### src/rtl/jtag_dtm.sv
// rtl/jtag_dtm.sv - JTAG debug transport module with oversampled TAP and DMI request/response port
//
// Purpose:
//   Samples asynchronous JTAG pins in the clk domain, runs a 16-state TAP
//   controller on detected TCK edges, and exposes IDCODE, DTMCS and DMI
//   registers behind a 5-bit IR. DMI scans become single requests on a
//   valid/ready handshake; the response is returned on a one-cycle strobe.
//
// Ports:
//   clk, rst                 system clock, synchronous active-high reset
//   tck_ns, tms_ns, tdi_ns   asynchronous JTAG inputs
//   tdo, tdo_oe              JTAG data out and its enable (Shift-DR/IR only)
//   dmi_req_*                request: valid/ready, addr, data, op (1 read, 2 write)
//   dmi_rsp_*                response: valid strobe, read data, error flag
module jtag_dtm #(
  parameter int unsigned ABITS        = 7,
  parameter logic [31:0] IDCODE_VALUE = 32'h00537291,
  parameter int unsigned SYNC_STAGES  = 2,
  parameter logic [2:0]  IDLE_HINT    = 3'd1
) (
  input  logic             clk,
  input  logic             rst,
  input  logic             tck_ns,
  input  logic             tms_ns,
  input  logic             tdi_ns,
  output logic             tdo,
  output logic             tdo_oe,
  output logic             dmi_req_valid,
  input  logic             dmi_req_ready,
  output logic [ABITS-1:0] dmi_req_addr,
  output logic [31:0]      dmi_req_data,
  output logic [1:0]       dmi_req_op,
  input  logic             dmi_rsp_valid,
  input  logic [31:0]      dmi_rsp_data,
  input  logic             dmi_rsp_err
);

  localparam int DRW = int'(ABITS) + 34;

  localparam logic [4:0] IR_IDCODE = 5'h01;
  localparam logic [4:0] IR_DTMCS  = 5'h10;
  localparam logic [4:0] IR_DMI    = 5'h11;

  typedef enum logic [3:0] {
    TLR, RTI, SEL_DR, CAP_DR, SH_DR, EX1_DR, PAU_DR, EX2_DR, UPD_DR,
    SEL_IR, CAP_IR, SH_IR, EX1_IR, PAU_IR, EX2_IR, UPD_IR
  } tap_state_t;

  typedef enum logic [1:0] {
    REQ_IDLE, REQ_SEND, REQ_WAIT
  } req_state_t;

  // Pin synchronisers; TCK additionally keeps one history flop for edge detect.
  logic [SYNC_STAGES-1:0] r_tck_sync;
  logic [SYNC_STAGES-1:0] r_tms_sync;
  logic [SYNC_STAGES-1:0] r_tdi_sync;
  logic                   r_tck_hist;

  logic w_tck_re;
  logic w_tck_fe;
  logic w_tms;
  logic w_tdi;

  always_ff @(posedge clk) begin
    if (rst) begin
      r_tck_sync <= '0;
      r_tms_sync <= '0;
      r_tdi_sync <= '0;
      r_tck_hist <= 1'b0;
    end else begin
      r_tck_sync <= {r_tck_sync[SYNC_STAGES-2:0], tck_ns};
      r_tms_sync <= {r_tms_sync[SYNC_STAGES-2:0], tms_ns};
      r_tdi_sync <= {r_tdi_sync[SYNC_STAGES-2:0], tdi_ns};
      r_tck_hist <= r_tck_sync[SYNC_STAGES-1];
    end
  end

  assign w_tck_re = r_tck_sync[SYNC_STAGES-1] & ~r_tck_hist;
  assign w_tck_fe = ~r_tck_sync[SYNC_STAGES-1] & r_tck_hist;
  assign w_tms    = r_tms_sync[SYNC_STAGES-1];
  assign w_tdi    = r_tdi_sync[SYNC_STAGES-1];

  // TAP controller
  tap_state_t r_tap_state;
  tap_state_t w_tap_next;

  always_ff @(posedge clk) begin
    if (rst) r_tap_state <= TLR;
    else     r_tap_state <= w_tap_next;
  end

  always_comb begin
    w_tap_next = r_tap_state;
    if (w_tck_re) begin
      unique case (r_tap_state)
        TLR:    w_tap_next = w_tms ? TLR    : RTI;
        RTI:    w_tap_next = w_tms ? SEL_DR : RTI;
        SEL_DR: w_tap_next = w_tms ? SEL_IR : CAP_DR;
        CAP_DR: w_tap_next = w_tms ? EX1_DR : SH_DR;
        SH_DR:  w_tap_next = w_tms ? EX1_DR : SH_DR;
        EX1_DR: w_tap_next = w_tms ? UPD_DR : PAU_DR;
        PAU_DR: w_tap_next = w_tms ? EX2_DR : PAU_DR;
        EX2_DR: w_tap_next = w_tms ? UPD_DR : SH_DR;
        UPD_DR: w_tap_next = w_tms ? SEL_DR : RTI;
        SEL_IR: w_tap_next = w_tms ? TLR    : CAP_IR;
        CAP_IR: w_tap_next = w_tms ? EX1_IR : SH_IR;
        SH_IR:  w_tap_next = w_tms ? EX1_IR : SH_IR;
        EX1_IR: w_tap_next = w_tms ? UPD_IR : PAU_IR;
        PAU_IR: w_tap_next = w_tms ? EX2_IR : PAU_IR;
        EX2_IR: w_tap_next = w_tms ? UPD_IR : SH_IR;
        UPD_IR: w_tap_next = w_tms ? SEL_DR : RTI;
      endcase
    end
  end

  // DTM state
  logic [4:0]       r_ir;
  logic [4:0]       r_ir_sr;
  logic [DRW-1:0]   r_dr;
  logic             r_tdo;
  logic             r_tdo_oe;
  logic [1:0]       r_dmistat;
  logic [ABITS-1:0] r_dmi_addr;
  logic [31:0]      r_dmi_data;
  logic [1:0]       r_req_op;
  req_state_t       r_req_state;
  req_state_t       w_req_next;

  logic             w_sel_idcode;
  logic             w_sel_dtmcs;
  logic             w_sel_dmi;
  logic             w_busy;
  logic [1:0]       w_cap_op;
  logic [31:0]      w_dtmcs_rd;
  logic [DRW-1:0]   w_dr_cap;
  logic [DRW-1:0]   w_dr_shift;
  logic             w_cap_dmi;
  logic             w_upd_dr;
  logic             w_dtmcs_wr;
  logic             w_dmireset;
  logic             w_hardreset;
  logic             w_dmi_upd;
  logic [1:0]       w_upd_op;
  logic [31:0]      w_upd_data;
  logic [ABITS-1:0] w_upd_addr;
  logic             w_dmi_start;
  logic             w_rsp_take;

  assign w_sel_idcode = (r_ir == IR_IDCODE);
  assign w_sel_dtmcs  = (r_ir == IR_DTMCS);
  assign w_sel_dmi    = (r_ir == IR_DMI);

  // busy is exactly "a request is in flight", so it is derived from the FSM.
  assign w_busy   = (r_req_state != REQ_IDLE);
  assign w_cap_op = w_busy ? 2'd3 : r_dmistat;

  assign w_dtmcs_rd = {17'b0, IDLE_HINT, r_dmistat, 6'(ABITS), 4'd1};

  always_comb begin
    w_dr_cap = '0;
    if (w_sel_dmi)         w_dr_cap = {r_dmi_addr, r_dmi_data, w_cap_op};
    else if (w_sel_idcode) w_dr_cap[31:0] = IDCODE_VALUE | 32'h1;
    else if (w_sel_dtmcs)  w_dr_cap[31:0] = w_dtmcs_rd;
  end

  // TDI enters at the MSB of the currently selected register length.
  always_comb begin
    w_dr_shift = '0;
    if (w_sel_dmi)                        w_dr_shift = {w_tdi, r_dr[DRW-1:1]};
    else if (w_sel_idcode || w_sel_dtmcs) w_dr_shift[31:0] = {w_tdi, r_dr[31:1]};
    else                                  w_dr_shift[0] = w_tdi;
  end

  assign w_cap_dmi   = w_tck_re && (r_tap_state == CAP_DR) && w_sel_dmi;
  assign w_upd_dr    = w_tck_re && (r_tap_state == UPD_DR);
  assign w_dtmcs_wr  = w_upd_dr && w_sel_dtmcs;
  assign w_dmireset  = w_dtmcs_wr && r_dr[16];
  assign w_hardreset = w_dtmcs_wr && r_dr[17];
  assign w_dmi_upd   = w_upd_dr && w_sel_dmi;
  assign w_upd_op    = r_dr[1:0];
  assign w_upd_data  = r_dr[33:2];
  assign w_upd_addr  = r_dr[DRW-1:34];
  assign w_dmi_start = w_dmi_upd && (r_dmistat == 2'd0) && !w_busy &&
                       ((w_upd_op == 2'd1) || (w_upd_op == 2'd2));
  // A hardreset in the same cycle as a response drops the response.
  assign w_rsp_take  = (r_req_state == REQ_WAIT) && dmi_rsp_valid && !w_hardreset;

  // IR / DR / TDO datapath
  always_ff @(posedge clk) begin
    if (rst) begin
      r_ir     <= IR_IDCODE;
      r_ir_sr  <= '0;
      r_dr     <= '0;
      r_tdo    <= 1'b0;
      r_tdo_oe <= 1'b0;
    end else begin
      if (w_tck_re) begin
        case (r_tap_state)
          TLR:     r_ir    <= IR_IDCODE;
          CAP_IR:  r_ir_sr <= 5'b00001;
          SH_IR:   r_ir_sr <= {w_tdi, r_ir_sr[4:1]};
          UPD_IR:  r_ir    <= r_ir_sr;
          CAP_DR:  r_dr    <= w_dr_cap;
          SH_DR:   r_dr    <= w_dr_shift;
          default: ;
        endcase
      end
      // The falling edge presents the bit that the next rising edge shifts out.
      if (w_tck_fe) begin
        r_tdo_oe <= (r_tap_state == SH_DR) || (r_tap_state == SH_IR);
        if (r_tap_state == SH_DR)      r_tdo <= r_dr[0];
        else if (r_tap_state == SH_IR) r_tdo <= r_ir_sr[0];
        else                           r_tdo <= 1'b0;
      end
    end
  end

  // Sticky status. Later statements take priority: a clear beats a busy
  // violation, and a response error beats everything it can coincide with.
  always_ff @(posedge clk) begin
    if (rst) begin
      r_dmistat <= 2'd0;
    end else begin
      if (w_cap_dmi && w_busy && (r_dmistat == 2'd0)) r_dmistat <= 2'd3;
      if (w_dmi_upd && w_busy && (r_dmistat == 2'd0)) r_dmistat <= 2'd3;
      if (w_dmireset || w_hardreset)                  r_dmistat <= 2'd0;
      if (w_rsp_take && dmi_rsp_err)                  r_dmistat <= 2'd2;
    end
  end

  // Request address/data/op. The data register doubles as the response
  // holding register: reads overwrite it, writes keep the written value.
  always_ff @(posedge clk) begin
    if (rst) begin
      r_dmi_addr <= '0;
      r_dmi_data <= '0;
      r_req_op   <= 2'd0;
    end else if (w_dmi_start) begin
      r_dmi_addr <= w_upd_addr;
      r_dmi_data <= w_upd_data;
      r_req_op   <= w_upd_op;
    end else if (w_rsp_take && (r_req_op == 2'd1)) begin
      r_dmi_data <= dmi_rsp_data;
    end
  end

  // Request FSM
  always_ff @(posedge clk) begin
    if (rst) r_req_state <= REQ_IDLE;
    else     r_req_state <= w_req_next;
  end

  always_comb begin
    w_req_next = r_req_state;
    unique case (r_req_state)
      REQ_IDLE: if (w_dmi_start)   w_req_next = REQ_SEND;
      REQ_SEND: if (dmi_req_ready) w_req_next = REQ_WAIT;
      REQ_WAIT: if (dmi_rsp_valid) w_req_next = REQ_IDLE;
      default:                     w_req_next = REQ_IDLE;
    endcase
    if (w_hardreset) w_req_next = REQ_IDLE;
  end

  assign dmi_req_valid = (r_req_state == REQ_SEND);
  assign dmi_req_addr  = r_dmi_addr;
  assign dmi_req_data  = r_dmi_data;
  assign dmi_req_op    = r_req_op;
  assign tdo           = r_tdo;
  assign tdo_oe        = r_tdo_oe;

endmodule

### config.mk
export PLATFORM = sky130hd
export DESIGN_NAME = jtag_dtm
export DESIGN_NICKNAME = d
export VERILOG_FILES = /design/src/rtl/jtag_dtm.sv
export SDC_FILE = /design/constraint.sdc
export NUM_CORES = 1
export LEC_CHECK = 0
export ABC_AREA = 1
export BUFFER_PORTS_ARGS = -buffer_cell sky130_fd_sc_hd__buf_2
export CELL_PAD_IN_SITES_DETAIL_PLACEMENT = 2
export CELL_PAD_IN_SITES_GLOBAL_PLACEMENT = 2
export CORE_ASPECT_RATIO = 0.7
export CORE_MARGIN = 10
export CORE_UTILIZATION = 33
export DETAILED_ROUTE_END_ITERATION = 10
export GPL_ROUTABILITY_DRIVEN = 0
export HOLD_SLACK_MARGIN = 0.1
export PLACE_DENSITY = 0.88
export SETUP_SLACK_MARGIN = 0.05
export SYNTH_ARGS = -nofsm -noshare
export SYNTH_HDL_FRONTEND = slang
export SYNTH_SLANG_ARGS = --single-unit
### constraint.sdc
create_clock -name clk -period 4.8 [get_ports clk]
set_clock_uncertainty 0.1 [all_clocks]
set_input_delay 0.24 -clock clk [delete_from_list [all_inputs] [get_ports clk]]
set_output_delay 0.24 -clock clk [all_outputs]
set_load 0.05 [all_outputs]
## Word level (Yosys, flattened, before mapping)

Index checks and enable logic that the tools add are counted.

| storage, ports and cells | value |
|---|---|
| output and inout port bits | 44 |
| register bits | 109 |
| bits of input ports | 40 |

| operators by class | value |
|---|---|
| bitwise gates (word level) | 4 |
| equal/unequal tests | 26 |
| reduce and logical (&&, ||, !) cells | 43 |
| multiplexer cells | 37 |

Operators by type and width:

| cell | number |
|---|---|
| $mux W32 | 4 |
| $pmux W41 S2 | 1 |
| $pmux W4 S12 | 1 |
| $eq A4 B4 Y1 const B | 8 |
| $mux W31 | 1 |
| $mux W23 | 1 |
| $mux W2 | 11 |
| $pmux W5 S2 | 2 |
| $logic_and A1 B1 Y1 | 18 |
| $mux W9 | 2 |
| $eq A4 B3 Y1 const B | 4 |
| $mux W4 | 4 |
| $mux W13 | 1 |
| $reduce_bool A2 Y1 | 6 |
| $eq A5 B5 Y1 const B | 2 |
| $eq A4 B2 Y1 const B | 2 |
| $eq A2 B1 Y1 const B | 3 |
| $mux W1 | 6 |
| $mux W3 | 2 |
| $pmux W2 S3 | 1 |
| $reduce_and A2 Y1 | 3 |
| $reduce_or A2 Y1 | 3 |
| $reduce_or A3 Y1 | 2 |
| $eq A5 B1 Y1 const B | 1 |
| other kinds (12) | 21 |

## Logic depth before layout (Yosys ltp)

Gate-level depths: netlist (run 1).

| logic depth | value |
|---|---|
| depth after elaboration | 10 |
| mapped depth | 11 |
| mapped depth without buffers | 10 |

## Worst setup path before layout (run 1)

No wires, ideal clock.

| timing path | value |
|---|---|
| kind | reg2reg |
| from | register r_req_op[0] (netlist: dmi_req_op[0]) |
| to | register r_dmi_data[0] (netlist: dmi_req_data[0]) |
| buffers on the path | 1 |
| setup slack | 3219 ps |
| setup time | 114 ps |
| arrival time | 1367 ps |
| stages on the path, launching flop included | 7 |
| period minus slack after synthesis | 1581 ps |
| cells stage by stage | dfxtp_1 > inv_1 > nor2_1 > nand3_2 > buf_2 > a21oi_1 > nor2_1 |

| between the ends | value |
|---|---|
| word-level cells in the longest chain between the ends | 3 |

RTL lines:

| element | line | source |
|---|---|---|
| from (decl) | 125 | `logic [1:0] r_req_op;` |
| from (signal assigned) | 241 | `r_req_op <= w_upd_op;` |
| $eq A2 B1 Y1 | 242 | `end else if (w_rsp_take && (r_req_op == 2'd1)) begin` |
| $logic_and A1 B1 Y1 | 242 |  |
| $reduce_bool A2 Y1 (no source line) | -- |  |
| to (signal assigned) | 240 | `r_dmi_data <= w_upd_data;` |
| to (signal assigned) | 243 | `r_dmi_data <= dmi_rsp_data;` |
| to (decl) | 124 | `logic [31:0] r_dmi_data;` |

Every way passes these cells.
A chain may end at the register's enable or synchronous reset.

## Final worst setup path (run 1)

| timing path | value |
|---|---|
| from | register r_tck_sync[1] |
| to | register r_dmi_data[14] (netlist: dmi_req_data[14]) |

| between the ends | value |
|---|---|
| word-level cells in the longest chain between the ends | 8 |
| elaborated cells on any way between the ends | 13 |
| those cells by class | mux (1); bitwise (1); reduce/logical (11) |

RTL lines:

| element | line | source |
|---|---|---|
| from (decl) | 54 | `logic [SYNC_STAGES-1:0] r_tck_sync;` |
| from (signal assigned) | 71 | `r_tck_sync <= {r_tck_sync[SYNC_STAGES-2:0], tck_ns};` |
| $and A1 B1 Y1 (*) | 78 | `assign w_tck_re = r_tck_sync[SYNC_STAGES-1] & ~r_tck_hist;` |
| $logic_and A1 B1 Y1 (*) | 175 | `assign w_upd_dr = w_tck_re && (r_tap_state == UPD_DR);` |
| $logic_and A1 B1 Y1 | 176 | `assign w_dtmcs_wr = w_upd_dr && w_sel_dtmcs;` |
| $logic_and A1 B1 Y1 | 178 | `assign w_hardreset = w_dtmcs_wr && r_dr[17];` |
| $logic_not A1 Y1 | 186 | `assign w_rsp_take = (r_req_state == REQ_WAIT) && dmi_rsp_valid && !w_hardreset;` |
| $logic_and A1 B1 Y1 | 186 |  |
| $logic_and A1 B1 Y1 | 242 |  |
| $reduce_bool A2 Y1 (no source line) | -- |  |

Every way passes the cells marked *; elsewhere a longest branch is shown, timed or not.

==> metrics.yaml, run 1 <==
global_routing:
  grt_pass1_vias: 6324
  grt_first_pass_wirelength_microns: 34620
  antenna_found_initial: 0
  grt_remaining_overflow: 0
  grt_max_degree: 55
  track_usage_pct: 18.64
power_and_ir_drop:
  internal_power_mw: 1.358
  p_leak_nw: 2.900
  switching_power_uw: 409.4
  p_sw_share_pct: 23.16
  p_per_area_nw_per_um2: 275.1
  p_clk_share_pct: 43.7
  ir_drop_mv: 0.1582
  power_mw: 1.768
  pwr-share-comb_pct: 4.8
  pwr-share-seq_pct: 51.5
critical_path:
  crit_required_ps: 4960
  crit_path_max_fanout: 41
  critPathLaunchType: "register"
  r2r-end: "dmi_req_data[14]"
  cp.arrival_ps: 3370
  setup.worst_path.start: "r_tck_sync[1]"
  rrSetupSlack_ps: 1590
  endpoint: "dmi_req_data[14]"
  critPathCaptureType: "register"
  r2r-start: "r_tck_sync[1]"
  reg2regPathDepth: 10
  path_class: "reg2reg"
finish:
  drive_gt1_share_pct: 14.19
  final_core_util_pct: 39.19
  layout_commonest_cell: "nand2_1"
  layout_common_cells: "nand2_1, dfxtp_1, a21oi_1, nand3_1, buf_2"
  final.fill_count: 2029
  fin_nets: 937
  syn_to_final_growth_pct: 16.23
  diodes: 0
yosys:
  synth_area_sq_um: 5529
  syn_nets: 876
  netlist_instances: 836
  yosysUniqueCellTypes: 29
  synth_edf_count: 0
  syn_avg_cell_area_sq_um: 6.614
  dominantRegCellSynth: "dfxtp_1"
  yosys_warnings: 0
  ys_seq_elements: 109
  synth-seq-area-share_pct: 39.47
  async_flop_share_pct: 0
clock_network:
  cts_tree: "done"
  insertion_delay_ps: 360
  cts-buffers-inserted: 9
  cts_buffer_depth: 2
  postCtsResizedCells: 0
  postCtsSetupRepairBufs: 0
  hold_buffers: 14
  htree_num_levels: 3
  path_clk_slew_ps: 80
  clockRootBuffer: "clkbuf_16"
  cts_num_sinks: 109
floorplanning:
  dieHeight_microns: 128.3
  io_pins: 84
  rows: 39
  die_area_sq_um: 22410
  die_w_microns: 174.7
  core_area_sq_um: 16400
  initial_core_util_pct: 33.72
timing:
  fmax_mhz: 311.8
  slew_violations: 0
  hold_viol: 0
  post-route-min-period_ps: 3207
  rsz0062_at_grt: "no"
  worst_pin_slew_ps: 1171
  period_share_pct: 66.81
  tns_ps: 0
  setup_violations: 0
  slew_headroom_pct: 21.74
  fin_ws_ps: 1593
route:
  vias: 5840
  ant_nets: 0
  wirelength_microns: 20830
  first_pass_iters: 4
  post_drt_wl_per_cell_microns: 18.48
  route.detailed.drc: 0
  vias_per_cell: 5.182
  first_iter_violations: 335
placed_design:
  dp_hpwl_microns: 13850
  dp_slack_ps: 1662
  port_buffers: 83
job:
  cap_violations: 0
worst_hold_path:
  hold_path_class: "in2reg"
run_status:
  status: "complete, no violations"
## Yosys cell counts (5+ instances only)
cell	n	area, sq um
dfxtp_1	109	2182
nand3_1	94	470.5
nand2_1	203	762.0
o21ai_0	46	230.2
buf_2	22	110.1
a31oi_1	21	131.4
inv_2	7	26.28
a21oi_1	97	485.5
nand4_1	5	31.28
o21ai_1	27	135.1
buf_4	6	45.04
nor3_1	5	25.02
nor2_1	68	255.2
inv_1	75	281.5
clkbuf_1	21	78.83
## metal layers
metal	up-vias	GRT usage, %	share of wire (%)
met2	87	30.71	47
met4	0	3.579	0.88
met5	-	0	0
li1	2860	-	-
met3	16	4.120	3.8
met1	2877	24.64	48
## registers in the layout, indices dropped and copies added, names as in the netlist
signal and flops:
dmi_req_addr 7, dmi_req_data 32, dmi_req_op 2, r_dmistat 2, r_dr 41, r_ir 5
r_ir_sr 5, r_req_state 2, r_tap_state 4, r_tck_hist 1, r_tck_sync 2, r_tdi_sync 2
r_tms_sync 2, tdo 1, tdo_oe 1
## cell families (layout without fill, tap and decap cells)
logic type / count (synthesis) / count (layout) / share of synthesized area, %
DFF: 109 / 109 / 39.47
and+or+nand+nor: 392 / 392 / 31.07
AOI/OAI and AO/OA: 198 / 198 / 18.67
buffers and inverters: 137 / 203 / 10.79
## how the worst min path moves through the flow
stage,startpoint,depth (start not counted),endpoint
2_1_floorplan,tck_ns,2,r_tck_sync[0]
3_5_place_dp,r_tms_sync[0],2,r_tms_sync[1]
3_3_place_gp,r_tck_sync[0],2,r_tck_sync[1]
5_1_grt,dmi_rsp_data[15],5,dmi_req_data[15]
6_report,dmi_rsp_data[21],5,dmi_req_data[21]
4_1_cts,dmi_rsp_err,3,r_dmistat[1]
## critical path: stages, from the launching register on
cell and delay [ps]:
dfxtp_1 320, inv_2 40, nor2_1 570, inv_1 350, nor2_4 230, nand3_2 130, nand3_2 650, buf_4 410
nand3_1 120, nand2_1 80, nor2_1 70
## layout make-up
class / instances / area [sq um] / area share [%]
clock buffer: 12 / 246.5 / 3.836
clock inverter: 4 / 47.55 / 0.7399
tap: 225 / 281.5 / 4.381
multi-input combinational: 590 / 2750 / 42.80
inverter: 84 / 317.8 / 4.945
timing repair buffer: 103 / 600.6 / 9.346
sequential: 109 / 2182 / 33.96
## power groups by stage
stage,logic [mW],registers (mW),clock network (mW)
final,0.0841,0.911,0.773
after global routing,0.0944,0.911,0.831
after CTS,0.0838,0.911,0.785
after detailed placement,0.0753,0.932,0
after global placement,0.0737,0.932,0
after floorplan,0.0458,0.931,0
## through the flow
step	std cells	area, sq um	hold WS, ps
final	1127	6426	100.9
after global routing	1127	6426	122.4
after CTS	1127	6426	100.8
after detailed placement	1097	5992	305.6
after global placement	1097	5992	306.3
after floorplan	836	5529	247.0
No activity file was read; power rests on OpenSTA's default activity.
==> run 2, diff against run 1 <==
--- a/config.mk
+++ b/config.mk
@@ -11,11 +11,11 @@
 export CELL_PAD_IN_SITES_GLOBAL_PLACEMENT = 2
 export CORE_ASPECT_RATIO = 0.7
 export CORE_MARGIN = 10
-export CORE_UTILIZATION = 33
+export CORE_UTILIZATION = 31
 export DETAILED_ROUTE_END_ITERATION = 10
 export GPL_ROUTABILITY_DRIVEN = 0
 export HOLD_SLACK_MARGIN = 0.1
-export PLACE_DENSITY = 0.88
+export PLACE_DENSITY = 0.84
 export SETUP_SLACK_MARGIN = 0.05
 export SYNTH_ARGS = -nofsm -noshare
 export SYNTH_HDL_FRONTEND = slang
==> constraint.sdc (replaced) <==
create_clock -name clk -period 3.2 [get_ports clk]
set_clock_uncertainty 0.1 [all_clocks]
set_input_delay 0.16 -clock clk [delete_from_list [all_inputs] [get_ports clk]]
set_output_delay 0.16 -clock clk [all_outputs]
set_load 0.05 [all_outputs]
==> run 2 against run 1 <==
  * Routed wire length grew 4.3%
  * Die area grew 5.6%
  * Critical path depth shrank 2
  * Highest routed layer unchanged
  * Critical endpoint is now r_dr[20]
==> metrics.yaml, run 2 (same netlist as run 1, synthesis figures left out) <==
route:
  first_iter_violations: 330
  ant_nets: 0
  wirelength_microns: 21730
  vias_per_cell: 5.135
  vias: 5962
  post_drt_wl_per_cell_microns: 18.72
  route.detailed.drc: 0
  first_pass_iters: 5
finish:
  regArea_sq_um: 2182
  diodes: 0
  layout_common_cells: "nand2_1, dfxtp_1, a21oi_1, nand3_1, buf_2"
  syn_to_final_growth_pct: 21.38
  fin_nets: 966
  final.fill_count: 2128
  largest_reg_flops: 41
  multi_input_area_sq_um: 2750
  regMostFlops: "r_dr"
  drive_gt1_share_pct: 14.52
  layout_commonest_cell: "nand2_1"
timing:
  holdWs_ps: 131.9
  hold_viol: 0
  fin_ws_ps: 547.2
  fmax_mhz: 377.0
  tns_ps: 0
  worst_pin_slew_ps: 765.4
  period_share_pct: 82.90
  setup_violations: 0
  rsz0062_at_grt: "no"
  slew_violations: 0
  post-route-min-period_ps: 2653
  slew_headroom_pct: 48.90
critical_path:
  setup.worst_path.start: "r_tap_state[0]"
  rrSetupSlack_ps: 550
  critPathCaptureType: "register"
  critPathLaunchType: "register"
  r2r-end: "r_dr[20]"
  path_class: "reg2reg"
  r2r-start: "r_tap_state[0]"
  cp.depth: 8
  cp_cell_sequence: "nand2_1 -> inv_2 -> nand2_1 -> nand2_2 -> nand2_4 -> inv_2 -> o21ai_1 -> a31oi_1"
  crit_path_max_fanout: 43
  cp.arrival_ps: 2830
  crit_required_ps: 3380
  crit_family: "buffers and inverters"
  reg2regPathDepth: 8
  crit_path_top_delay_cell: "inv_2"
  crit_buf_inv: 2
  critPathMaxStageDelay_ps: 670
  endpoint: "r_dr[20]"
clock_network:
  cts_tree: "done"
  insertion_delay_ps: 360
  cts-buffers-inserted: 9
  clockRootBuffer: "clkbuf_16"
  postCtsSetupRepairBufs: 0
  cts_buffer_depth: 2
  cts_num_sinks: 109
  path_clk_slew_ps: 70
  htree_num_levels: 3
global_routing:
  antenna_found_initial: 0
  use_met3_pct: 3.319
  grt-busiest-layer: "met2"
  use_met2_pct: 29.01
  grt_pass1_vias: 6489
  grt_max_degree: 65
  track_usage_pct: 18.21
  grt_use_met1_pct: 24.59
  grt_remaining_overflow: 0
  grt_first_pass_wirelength_microns: 36270
run_status:
  status: "complete, no violations"
power_and_ir_drop:
  power_mw: 2.694
  ir_drop_mv: 0.2302
  p_per_area_nw_per_um2: 401.5
  p_leak_nw: 3.031
placed_design:
  dp_slack_ps: 637.9
  port_buffers: 83
  dp_hpwl_microns: 13950
floorplanning:
  io_pins: 84
  dieHeight_microns: 131.7
  die_area_sq_um: 23660
  initial_core_util_pct: 31.93
  die_w_microns: 179.6
  rows: 40
  core_area_sq_um: 17320
worst_hold_path:
  hold_path_class: "in2reg"
job:
  cap_violations: 0
-- run 2: per-layer routing --
metal	vias to the layer above	wire length (microns)	part of all wire (%)
met4	0	196	0.90
met2	112	10200	47
met5	-	0	0
li1	2916	-	-
met1	2918	10460	48
met3	16	877	4.0
-- run 2: worst min-delay path by stage --
stage / start / endpoint / cells past startpoint
detailed placement: tdi_ns / r_tdi_sync[0] / 3
finish: dmi_rsp_data[30] / dmi_req_data[30] / 7
floorplan: tck_ns / r_tck_sync[0] / 2
global route: dmi_rsp_data[30] / dmi_req_data[30] / 7
CTS: dmi_rsp_data[30] / dmi_req_data[30] / 7
global placement: tdi_ns / r_tdi_sync[0] / 3
-- run 2: cell type report --
cell class / count / area share, %
clock buffer: 10 / 3.561
sequential: 109 / 32.51
inverter: 84 / 4.735
multi-input combinational: 590 / 40.98
timing repair buffer: 132 / 13.05
clock inverter: 5 / 0.8576
tap: 231 / 4.306
-- run 2: worst register-to-register path: cells and delay by family, from the launching register on --
family / cells / cell delay, ps
AO/OA/AOI/OAI: 2 / 410
AND/OR/NAND/NOR: 4 / 600
flip-flops: 1 / 660
buffers and inverters: 2 / 810
-- run 2: metrics by stage --
stage / util, % / cells / cell area, sq um
2_1_floorplan: - / 836 / 5529
3_5_place_dp: 34.91 / 1109 / 6045
3_3_place_gp: 34.91 / 1109 / 6045
4_1_cts: 38.76 / 1161 / 6711
5_1_grt: 38.76 / 1161 / 6711
6_report: 38.76 / 1161 / 6711
-- run 2: power breakdown --
| part | leakage, nW | internal [mW] | switching [mW] |
|---|---|---|---|
| clock | 0.149 | 0.628 | 0.546 |
| combinational | 2.00 | 0.0700 | 0.0844 |
| sequential | 0.879 | 1.36 | 0.00573 |
-- run 2: timing repair --
item | CTS | global route
endpoints found under the hold margin | 38 | 0
resized for setup | 0 | 0
hold buffers | 37 | 0
